--- config.mk ---
export PLATFORM = sky130hd
export DESIGN_NAME = pipe_ctrl
export DESIGN_NICKNAME = d
export VERILOG_FILES = /design/src/rtl/cpu_pkg.sv /design/src/rtl/pipe_halt_fsm.sv /design/src/rtl/pipe_ctrl.sv
export SDC_FILE = /design/constraint.sdc
export NUM_CORES = 1
export LEC_CHECK = 0
export BUFFER_PORTS_ARGS = -buffer_cell sky130_fd_sc_hd__buf_2
export CORE_MARGIN = 4
export CORE_UTILIZATION = 47
export DETAILED_ROUTE_END_ITERATION = 12
export PLACE_DENSITY = 0.76
export SYNTH_ARGS = -nofsm -noshare
export SYNTH_HDL_FRONTEND = slang
export SYNTH_SLANG_ARGS = --single-unit
--- constraint.sdc ---
create_clock -name clk -period 1.8 [get_ports clk]
set_input_delay 0.18 -clock clk [delete_from_list [all_inputs] [get_ports clk]]
set_output_delay 0.18 -clock clk [all_outputs]
set_load 0.005 [all_outputs]
--- src/rtl/cpu_pkg.sv ---
// Shared CPU definitions: pipeline control state encoding and drain-length helper.
package cpu_pkg;

    typedef enum logic [1:0] {
        RUN    = 2'b00,
        DRAIN  = 2'b01,
        HALTED = 2'b10
    } pipe_state_t;

    // The HLT has to travel from the branch stage to WB before the pipe is empty.
    function automatic int drainLength(input int numStages, input int brStage);
        return numStages - 2 - brStage;
    endfunction

endpackage

--- src/rtl/pipe_halt_fsm.sv ---
// Halt sequencer: RUN -> DRAIN -> HALTED, with a counter that tracks the HLT
// walking from the branch stage down to WB.
module pipe_halt_fsm
    import cpu_pkg::*;
#(
    parameter int NUM_STAGES = 5,
    parameter int BR_STAGE   = 1
) (
    input  logic        clk,
    input  logic        rst_n,
    input  logic        goDrain,
    input  logic        memBusy,
    output pipe_state_t state,
    output logic        hlt
);

    localparam int CNT_W = $clog2(NUM_STAGES);
    localparam logic [CNT_W-1:0] DRAIN_LOAD = CNT_W'(drainLength(NUM_STAGES, BR_STAGE));

    logic [CNT_W-1:0] drainCnt;

    // A memory stall freezes the HLT in place, so the counter only advances
    // on cycles where the memory stage moves forward.
    always_ff @(posedge clk or negedge rst_n) begin
        if (!rst_n) begin
            state    <= RUN;
            drainCnt <= '0;
        end else begin
            case (state)
                RUN: begin
                    if (goDrain) begin
                        state    <= DRAIN;
                        drainCnt <= DRAIN_LOAD;
                    end
                end
                DRAIN: begin
                    if (drainCnt == '0) begin
                        state <= HALTED;
                    end else if (!memBusy) begin
                        drainCnt <= drainCnt - 1'b1;
                    end
                end
                HALTED: begin
                    state <= HALTED;
                end
                default: begin
                    state <= RUN;
                end
            endcase
        end
    end

    assign hlt = (state == HALTED);

endmodule

--- src/rtl/pipe_ctrl.sv ---
// Pipeline control: register enables, bubble insertion, PC write enable,
// per-stage valid bits and the halt/drain sequence for the in-order CPU.
module pipe_ctrl
    import cpu_pkg::*;
#(
    parameter int NUM_STAGES = 5,
    parameter int BR_STAGE   = 1,
    parameter int LU_STAGE   = 1,
    parameter int MEM_STAGE  = 3
) (
    input  logic                  clk,
    input  logic                  rst_n,
    input  logic                  load_use,
    input  logic                  branch_take,
    input  logic                  mem_busy,
    input  logic                  halt_dec,
    output logic                  pc_wen,
    output logic [NUM_STAGES-2:0] stage_wen,
    output logic [NUM_STAGES-2:0] stage_clr,
    output logic [NUM_STAGES-1:0] valid,
    output logic [1:0]            state,
    output logic                  hlt
);

    pipe_state_t           fsmState;
    logic [NUM_STAGES-1:1] validReg;
    logic [NUM_STAGES-1:0] validAll;
    logic [NUM_STAGES-2:0] wenVec;
    logic [NUM_STAGES-2:0] clrVec;
    logic                  pcWenC;
    logic                  luQ;
    logic                  btQ;
    logic                  hdQ;
    logic                  goDrain;

    assign validAll = {validReg, (fsmState == RUN)};
    assign luQ      = load_use    & validAll[LU_STAGE];
    assign btQ      = branch_take & validAll[BR_STAGE];
    assign hdQ      = halt_dec    & validAll[BR_STAGE];
    assign goDrain  = hdQ & ~mem_busy & ~luQ & ~btQ & (fsmState == RUN);

    // Stall/flush decode in priority order mem_busy > load-use > branch;
    // stages below the stalled register hold, the stalled register emits a bubble.
    always_comb begin
        pcWenC = 1'b0;
        wenVec = '0;
        clrVec = '0;
        if (fsmState != HALTED) begin
            if (mem_busy) begin
                for (int r = 0; r < NUM_STAGES - 1; r++) begin
                    wenVec[r] = (r >= MEM_STAGE);
                end
                clrVec[MEM_STAGE] = 1'b1;
            end else if (luQ) begin
                for (int r = 0; r < NUM_STAGES - 1; r++) begin
                    wenVec[r] = (r >= LU_STAGE);
                end
                clrVec[LU_STAGE] = 1'b1;
            end else if (btQ && (fsmState == RUN)) begin
                pcWenC = 1'b1;
                wenVec = '1;
                for (int r = 0; r < NUM_STAGES - 1; r++) begin
                    clrVec[r] = (r < BR_STAGE);
                end
            end else begin
                pcWenC = (fsmState == RUN);
                wenVec = '1;
            end
            if (fsmState == DRAIN) begin
                clrVec[0] = 1'b1;
            end
        end
    end

    // Each valid bit follows its instruction through the pipeline registers.
    always_ff @(posedge clk or negedge rst_n) begin
        if (!rst_n) begin
            validReg <= '0;
        end else begin
            for (int r = 0; r < NUM_STAGES - 1; r++) begin
                if (wenVec[r]) begin
                    validReg[r+1] <= validAll[r] & ~clrVec[r];
                end
            end
        end
    end

    pipe_halt_fsm #(
        .NUM_STAGES (NUM_STAGES),
        .BR_STAGE   (BR_STAGE)
    ) haltFsm (
        .clk     (clk),
        .rst_n   (rst_n),
        .goDrain (goDrain),
        .memBusy (mem_busy),
        .state   (fsmState),
        .hlt     (hlt)
    );

    assign pc_wen    = pcWenC;
    assign stage_wen = wenVec;
    assign stage_clr = clrVec;
    assign valid     = validAll;
    assign state     = fsmState;

endmodule

**After elaboration in Yosys (flattened, before gate mapping)**

Cells that the tools add are included.

- Reduce and logical (&&, ||, !) cells: 6
- Bitwise gates (word level): 18
- Add/subtract/negate cells: 1
- Multiplexer cells: 21
- Equality and inequality tests: 7

Operator list:

| operator | number |
|---|---|
| $mux W3 | 5 |
| $and A1 B1 Y1 | 11 |
| $mux W1 | 10 |
| $mux W4 | 2 |
| $not A1 Y1 | 7 |
| $ne A2 B2 Y1 const B | 3 |
| $pmux W2 S3 | 1 |
| $pmux W3 S2 | 1 |
| $mux W2 | 2 |
| $ne A2 B1 Y1 const B | 2 |
| $reduce_and A4 Y1 | 1 |
| $logic_not A3 Y1 | 1 |
| $sub A3 B1 Y3 const B | 1 |
| $eq A2 B1 Y1 const B | 1 |
| $eq A2 B2 Y1 const B | 1 |
| $logic_not A2 Y1 | 1 |
| $reduce_and A2 Y1 | 1 |
| $reduce_bool A2 Y1 | 1 |
| $logic_and A1 B1 Y1 | 1 |

- Output and inout bits: 17
- Register bits after elaboration: 9

**Logic depth before layout (Yosys ltp)**

Gate-level depths: netlist of run 1.

- Depth after elaboration: 9
- Depth in mapped cells: 7

**Modules after synthesis**

From an unflattened synthesis of run 1, not the netlist that was laid out.

- Cells, all modules: 57
- Area, all modules: 619.3 µm²

By module, submodules not included:

| module | area each (µm²) | cells an instance | instances |
|---|---|---|---|
| pipe_halt_fsm | 330.3 | 30 | 1 |
| pipe_ctrl | 289.0 | 27 | 1 |

**Worst setup path after synthesis of run 1**

No wires, ideal clock.

- Path type: register to register
- From: register haltFsm.state[1]
- To: register haltFsm.state[0]
- Setup time: 128 ps
- Required time: 1672 ps
- Path slack: 211 ps
- Arrival: 1461 ps
- Buffers on the path: 1
- Stages on the path, launching flop included: 7
- Cell sequence: dfrtp_1 > inv_1 > ha_1 > clkbuf_1 > inv_1 > o211ai_2 > mux2_1

- Word-level cells in the longest chain between the ends: 4

Ends and longest elaborated chain:

| element | RTL line | RTL |
|---|---|---|
| start, declared | pipe_halt_fsm.sv:13 | `output pipe_state_t state,` |
| start signal, assigned | pipe_halt_fsm.sv:26 | `state <= RUN;` |
| start signal, assigned | pipe_halt_fsm.sv:32 | `state <= DRAIN;` |
| start signal, assigned | pipe_halt_fsm.sv:38 | `state <= HALTED;` |
| $logic_not A2 Y1 | pipe_halt_fsm.sv:29, pipe_ctrl.sv:40 |  |
| $and A1 B1 Y1 | pipe_ctrl.sv:40 | `assign goDrain = hdQ & ~mem_busy & ~luQ & ~btQ & (fsmState == RUN);` |
| $ne A2 B1 Y1 (no source line) | n/a |  |
| $reduce_and A2 Y1 (no source line) | n/a |  |

Several ways; a longest one is shown, not always the timed one.
A chain may end at the register's enable or synchronous reset.

**Worst setup path in the final report of run 1**

- From: register haltFsm.state[0]
- To: output stage_clr[0]

- Word-level cells in the longest chain between the ends: 7

Ends and longest elaborated chain:

| element | RTL line | RTL |
|---|---|---|
| $logic_not A2 Y1 | pipe_ctrl.sv:59 | `end else if (btQ && (fsmState == RUN)) begin` |
| $logic_and A1 B1 Y1 | pipe_ctrl.sv:59 |  |
| $mux W1 | pipe_ctrl.sv:59 |  |
| $mux W1 | pipe_ctrl.sv:54 | `end else if (luQ) begin` |
| $mux W3 | pipe_ctrl.sv:49 | `if (mem_busy) begin` |
| $mux W1 | pipe_ctrl.sv:69 | `if (fsmState == DRAIN) begin` |
| $mux W4 (*) | pipe_ctrl.sv:48 | `if (fsmState != HALTED) begin` |
| end, declared | pipe_ctrl.sv:19 | `output logic [NUM_STAGES-2:0] stage_clr,` |

Every way passes the cells marked *; elsewhere a longest branch is shown, timed or not.

==> reports/metrics.cfg, run 1 <==
[power_and_ir_drop]
ir_drop_mv=0.899
power_frac_clock_pct=12.6
power_density_mw_per_mm2=1600
seq_power_share_pct=27.3
power.internal_mw=0.749
switching_share_pct=43.7
power.switching_mw=0.580
p_leak_nw=0.446
combinationalPowerShare_pct=60.1

[logic_synthesis]
ys_types=33
syn_nets=86
ys_seq_area_share_pct=33.8
avgSynthCellArea_sq_um=9.01
yosysWarnings=0
syn_inst=74
synthFlopType=dfrtp_1
synth_compound_area_share_pct=14.3
synthAdderAreaFrac_pct=11.3
synth-xor-area-share_pct=0
async_reset_ff_share_pct=100
yosys.area_share.simple_pct=25.5
synthesis.area_sq_um=667
synth_edf_count=0
synth-seq-cells=9
synth_top_family_by_area=simple AND/OR/NAND/NOR gates
synthMuxAreaShare_pct=5.07

[final_layout]
multi_input_area_sq_um=390
syn_to_final_growth_pct=24.8
final_nets=112
drive_above_1_share_pct=37.4
layout_common_cells=buf_2, inv_1, dfrtp_1
seq_area_sq_um=225
final_area_sq_um=832
fill_cells=110
antenna_cells=0
layout_commonest_cell=buf_2

[setup_path]
cp-startpoint=haltFsm.state[0]$_DFFE_PN0P_
worst-path-max-fanout=8
r2r-start=haltFsm.drainCnt[0]$_DFFE_PN0P_
r2r_end=haltFsm.drainCnt[1]$_DFFE_PN0P_
r2r_cells=6
end_kind=output pin
start_kind=flop
critPathKind=reg -> out
regToRegSetupSlack_ns=0.18
cp.arrival_ns=1.50
crit_required_ns=1.62

[floorplanning]
die_area_sq_mm=0.00209
ios=23
dieWidth_um=45.7
core_area_sq_mm=0.00132
initial_utilization_pct=50.6
die_y_um=45.7
rows=13

[global_route]
gr-usage-all-layers_pct=16.7
grt_overflow=0
grt_antenna_before_repair=0
grt_first_pass_wirelength_um=2440
first_global_vias=565
grt_max_degree=10

[clocking]
clock_sinks=9
clock_path_buffers=2
cts_tree=yes
cts-root-buf=clkbuf_4
cts_buffers=3
cts.htree.levels=1
clk_pin_slew_ns=0.07
clk_latency_ns=0.27

[outcome]
outcome=complete, no violations

[drt]
viasPerCell=5.51
wirelength_um=1540
wl_per_cell_um=13.5
ant_nets=0
drcViolationCount=0
firstDrtPassIters=4
drtIter0Drc=14
vias=628

[timing]
fin_crit_ns=1.68
finalSetupViolCount=0
final_max_slew_viol_count=0
hold_viol=0
clock_skew_ns=0.000978
fin_tns_setup_ns=0
grt_setup_unrepaired=false
finalCritPeriodShare_pct=93.1
max_freq_mhz=597

[placed_design]
port_buffers=21
gp_congestion=0.722
dpl-instance-area_sq_um=776
dpl.hpwl_um=1120

[worst_hold_path]
min_path_type=in -> reg
min_path_cells=2
hp-start=load_use
whs_endpoint=validReg[2]$_DFFE_PN0P_

[run]
cap_violations=0

## metal layers
metal  global-route usage (%)  vias up  routed length, um  share of wire, %
li1                         -      302                  -                 -
met1                     21.3      297                674                44
met2                     26.5       24                723                47
met3                     2.37        5                104               6.8
met5                        0        -                  0                 0
met4                     9.94        0                 33               2.1
## how the worst max path moves through the flow
stage	endpoint	slack [ns]	cells after the start
after global placement	stage_clr[0]	0.23	6
after detailed placement	haltFsm.drainCnt[1]$_DFFE_PN0P_	0.19	6
after CTS	stage_clr[0]	0.05	6
after floorplan	haltFsm.state[0]$_DFFE_PN0P_	0.21	6
final	stage_clr[0]	0.12	6
after global routing	stage_clr[0]	0.03	6
## state kept, by name (all words and copies together), names as in the netlist
signal and cells:
validReg 4, haltFsm.state 2, haltFsm.drainCnt 3
## synthesized netlist by cell type (2+ instances only)
cell,instances,area [sq um]
dfrtp_1,9,225
inv_1,9,33.8
ha_1,6,75.1
nand2_1,6,22.5
nor2_1,4,15.0
o21ai_0,4,20.0
and3_1,3,18.8
buf_4,2,15.0
mux2_1,2,22.5
nand2b_1,2,12.5
nand3_1,2,10.0
nand4_1,2,12.5
nor2b_1,2,12.5
nor3_1,2,10.0
## cells by family after synthesis
kind of cell	Yosys count
fa+ha+maj	6
compound gates	13
simple gates	29
mux	3
buf+inv	13
flops	9
other cells	1
## power groups by stage
stage	clock network (mW)	logic (mW)	registers (mW)
3_3_place_gp	0	0.730	0.363
3_5_place_dp	0	0.746	0.370
5_1_grt	0.179	0.895	0.378
4_1_cts	0.168	0.767	0.368
2_1_floorplan	0	0.488	0.363
6_report	0.167	0.798	0.363
## worst max-delay path: stages (launching register included)
cell and delay (ns):
dfrtp_1 0.34, inv_1 0.08, ha_2 0.24, a211oi_2 0.18, nand2_1 0.10, o21ai_0 0.15, buf_2 0.13
## layout make-up
class,count,area share (%)
sequential,9,27.1
clock buffer,4,3.16
inverter,9,4.06
timing repair buffer,25,16.5
tap,15,2.26
multi-input combinational,52,46.9
## metrics by stage
| stage | cells | setup slack (ns) | util (%) | hold slack (ns) | power, mW |
|---|---|---|---|---|---|
| after floorplan | 74 | 0.211 | - | -0.116 | 0.851 |
| final | 114 | 0.124 | 63.2 | 0.151 | 1.33 |
| after global placement | 108 | 0.230 | 58.9 | 0.0470 | 1.09 |
| after global routing | 114 | 0.0250 | 63.2 | 0.172 | 1.45 |
| after detailed placement | 108 | 0.186 | 58.9 | 0.0484 | 1.12 |
| after CTS | 113 | 0.0494 | 62.2 | 0.154 | 1.30 |
## what timing repair did
item / in CTS / in global routing
endpoints found under the hold margin: 9 / 0
buffers inserted: 0 / 1
pin swaps: 0 / 0
cloned: 0 / 0
setup endpoints to repair: 2 / 4
hold buffers: 1 / 0
gates resized for setup: 2 / 2
Note: power is estimated with default switching activity, not from simulation.
==> run 2, diff against run 1 <==
--- a/config.mk
+++ b/config.mk
@@ -6,10 +6,10 @@
 export NUM_CORES = 1
 export LEC_CHECK = 0
 export BUFFER_PORTS_ARGS = -buffer_cell sky130_fd_sc_hd__buf_2
+export CORE_ASPECT_RATIO = 1.75
 export CORE_MARGIN = 4
-export CORE_UTILIZATION = 47
+export CORE_UTILIZATION = 25
 export DETAILED_ROUTE_END_ITERATION = 12
-export PLACE_DENSITY = 0.76
 export SYNTH_ARGS = -nofsm -noshare
 export SYNTH_HDL_FRONTEND = slang
 export SYNTH_SLANG_ARGS = --single-unit
==> run 2 against run 1 <==
  * Routed wire length up 16%
  * Sequential cell count unchanged
  * Power up 12%
  * Count of clock-buffer cells in the layout unchanged
==> reports/metrics.cfg, run 2 (same netlist as run 1, synthesis figures left out) <==
[global_route]
grt_max_degree=10  ; unchanged
first_global_vias=692  ; was 565
grt_antenna_before_repair=0  ; unchanged
gr-usage-all-layers_pct=10.4  ; was 16.7%
grt_overflow=0  ; unchanged
grt_first_pass_wirelength_um=2970  ; was 2440 um

[timing]
final_max_slew_viol_count=0  ; unchanged
hold_viol=0  ; unchanged
fin_tns_setup_ns=0  ; unchanged
fin_crit_ns=1.70  ; was 1.68 ns
finalSetupViolCount=0  ; unchanged
finalWorstSetupSlack_ns=0.0974  ; was 0.124 ns
max_freq_mhz=587  ; was 597 MHz
finalCritPeriodShare_pct=94.6  ; was 93.1%
clock_skew_ns=0.000694  ; was 0.000978 ns

[power_and_ir_drop]
ir_drop_mv=0.780  ; was 0.899 mV
power_density_mw_per_mm2=1650  ; was 1600 mW/mm^2
p_leak_nw=0.472  ; was 0.446 nW

[worst_hold_path]
min_path_type=in -> reg  ; unchanged
whs_endpoint=validReg[2]$_DFFE_PN0P_  ; unchanged
min_path_cells=2  ; unchanged
hp-start=load_use  ; unchanged

[setup_path]
start_kind=flop  ; unchanged
critPathKind=reg -> out  ; unchanged
cp_num_buf_inv=4  ; was 2
critPathTopFamily=buffers and inverters  ; was flip-flops
r2r-start=haltFsm.drainCnt[0]$_DFFE_PN0P_  ; unchanged
cp_slowest_cell=dfrtp_1  ; unchanged
regToRegSetupSlack_ns=0.18  ; about the same
cpMostUsedCell=buf_4
r2r_end=haltFsm.drainCnt[1]$_DFFE_PN0P_  ; unchanged
end_kind=output pin  ; unchanged
slowest_delay_ns=0.40  ; was 0.34 ns
r2r_cells=6  ; unchanged
cp.arrival_ns=1.52  ; was 1.50 ns
worst-path-max-fanout=8  ; unchanged
crit_required_ns=1.62  ; about the same
path_cells=buf_4 > buf_4 > ha_2 > buf_4 > nand2_1 > o21ai_1 > buf_2  ; was inv_1 > ha_2 > a211oi_2 > nand2_1 > o21ai_0 > buf_2

[drt]
firstDrtPassIters=4  ; unchanged
drtIter0Drc=13  ; was 14
met1_length_um=656  ; was 674 um
drcViolationCount=0  ; unchanged
ant_nets=0  ; unchanged
wl_per_cell_um=13.8  ; was 13.5 um
wirelength_um=1770  ; was 1540 um
vias=668  ; was 628
met3_length_um=133  ; was 104 um
highest_layer=met4  ; unchanged
wl_met2_um=964  ; was 723 um
viasPerCell=5.18  ; was 5.51

[final_layout]
largest_register_ffs=4  ; unchanged
final_area_sq_um=905  ; was 832 sq um
antenna_cells=0  ; unchanged
largest_register=validReg  ; unchanged
layout_commonest_cell=buf_2  ; unchanged
final_nets=116  ; was 112
layout_common_cells=buf_2, dfrtp_1, inv_1  ; was buf_2, inv_1, dfrtp_1
drive_above_1_share_pct=41.7  ; was 37.4%
top_regs=validReg x4, haltFsm.drainCnt x3, haltFsm.state x2  ; unchanged
fill_cells=268  ; was 110
syn_to_final_growth_pct=35.6  ; was 24.8%

[clocking]
clk_latency_ns=0.23  ; was 0.27 ns
cts_tree=yes  ; unchanged
clock_sinks=9  ; unchanged
clock_path_buffers=2  ; unchanged
cts_buffers=3  ; unchanged
cts.htree.levels=1  ; unchanged
clk_pin_slew_ns=0.05  ; was 0.07 ns
cts-root-buf=clkbuf_8  ; was clkbuf_4

[placed_design]
dp_slack_ns=0.192  ; was 0.186 ns
port_buffers=21  ; unchanged
dpl.hpwl_um=1360  ; was 1120 um
gp_congestion=0.758  ; was 0.722
dpl-instance-area_sq_um=790  ; was 776 sq um

[floorplanning]
ios=23  ; unchanged
die_y_um=76.3  ; was 45.7 um
die_area_sq_mm=0.00359  ; was 0.00209 sq mm
core_area_sq_mm=0.00252  ; was 0.00132 sq mm
initial_utilization_pct=26.4  ; was 50.6%
rows=24  ; was 13
dieWidth_um=47.0  ; was 45.7 um

[run]
cap_violations=0  ; unchanged

[outcome]
outcome=complete, no violations  ; unchanged

-- run 2: changes by cell type in the layout (fill, tap and decap cells not counted), sizes merged --
cell,change
buf,+4
-- run 2: layout make-up --
class                   instances  area, sq um  share of cell area, %
repair buffers                 29          168                   18.5
inverters                       9         33.8                   3.73
multi-input cells              52          400                   44.3
flip-flops and latches          9          225                   24.9
clock buffers                   4         45.0                   4.98
well taps                      26         32.5                   3.60
-- run 2: how the worst max path moves through the flow --
stage	startpoint	end	cells past startpoint
2_1_floorplan	haltFsm.state[1]$_DFFE_PN0P_	haltFsm.state[0]$_DFFE_PN0P_	6
3_3_place_gp	haltFsm.state[0]$_DFFE_PN0P_	stage_clr[0]	6
3_5_place_dp	haltFsm.state[0]$_DFFE_PN0P_	validReg[3]$_DFFE_PN0P_	5
4_1_cts	haltFsm.state[0]$_DFFE_PN0P_	stage_clr[1]	6
5_1_grt	haltFsm.state[0]$_DFFE_PN0P_	stage_clr[0]	6
6_report	haltFsm.state[0]$_DFFE_PN0P_	stage_clr[0]	7
-- run 2: stage by stage --
stage | hold WS, ns | util (%) | instances | total power, mW
6_report | 0.227 | 35.9 | 129 | 1.49
5_1_grt | 0.244 | 35.9 | 129 | 1.63
4_1_cts | 0.195 | 33.8 | 124 | 1.40
3_5_place_dp | 0.0520 | 31.3 | 119 | 1.14
3_3_place_gp | 0.0472 | 31.3 | 119 | 1.12
2_1_floorplan | -0.116 | - | 74 | 0.851
-- run 2: layer usage --
layer | track usage (%) | vias to the layer above
met4 | 3.88 | 0
met2 | 18.1 | 28
met3 | 1.18 | 4
li1 | - | 313
met5 | 0 | -
met1 | 12.1 | 323
-- run 2: repair_timing --
item                                   CTS  global route
hold buffers                             1             0
setup endpoints to repair                2             2
cloned                                   0             0
buffers inserted                         0             5
pin swaps                                0             3
endpoints found under the hold margin    9             0
resized for setup                        2             6
-- run 2: where the power goes --
group | total, mW | switching (mW) | internal, mW | leakage, nW
combinational | 0.879 | 0.461 | 0.418 | 0.335
clock | 0.235 | 0.0809 | 0.154 | 0.0228
sequential | 0.377 | 0.0832 | 0.294 | 0.114
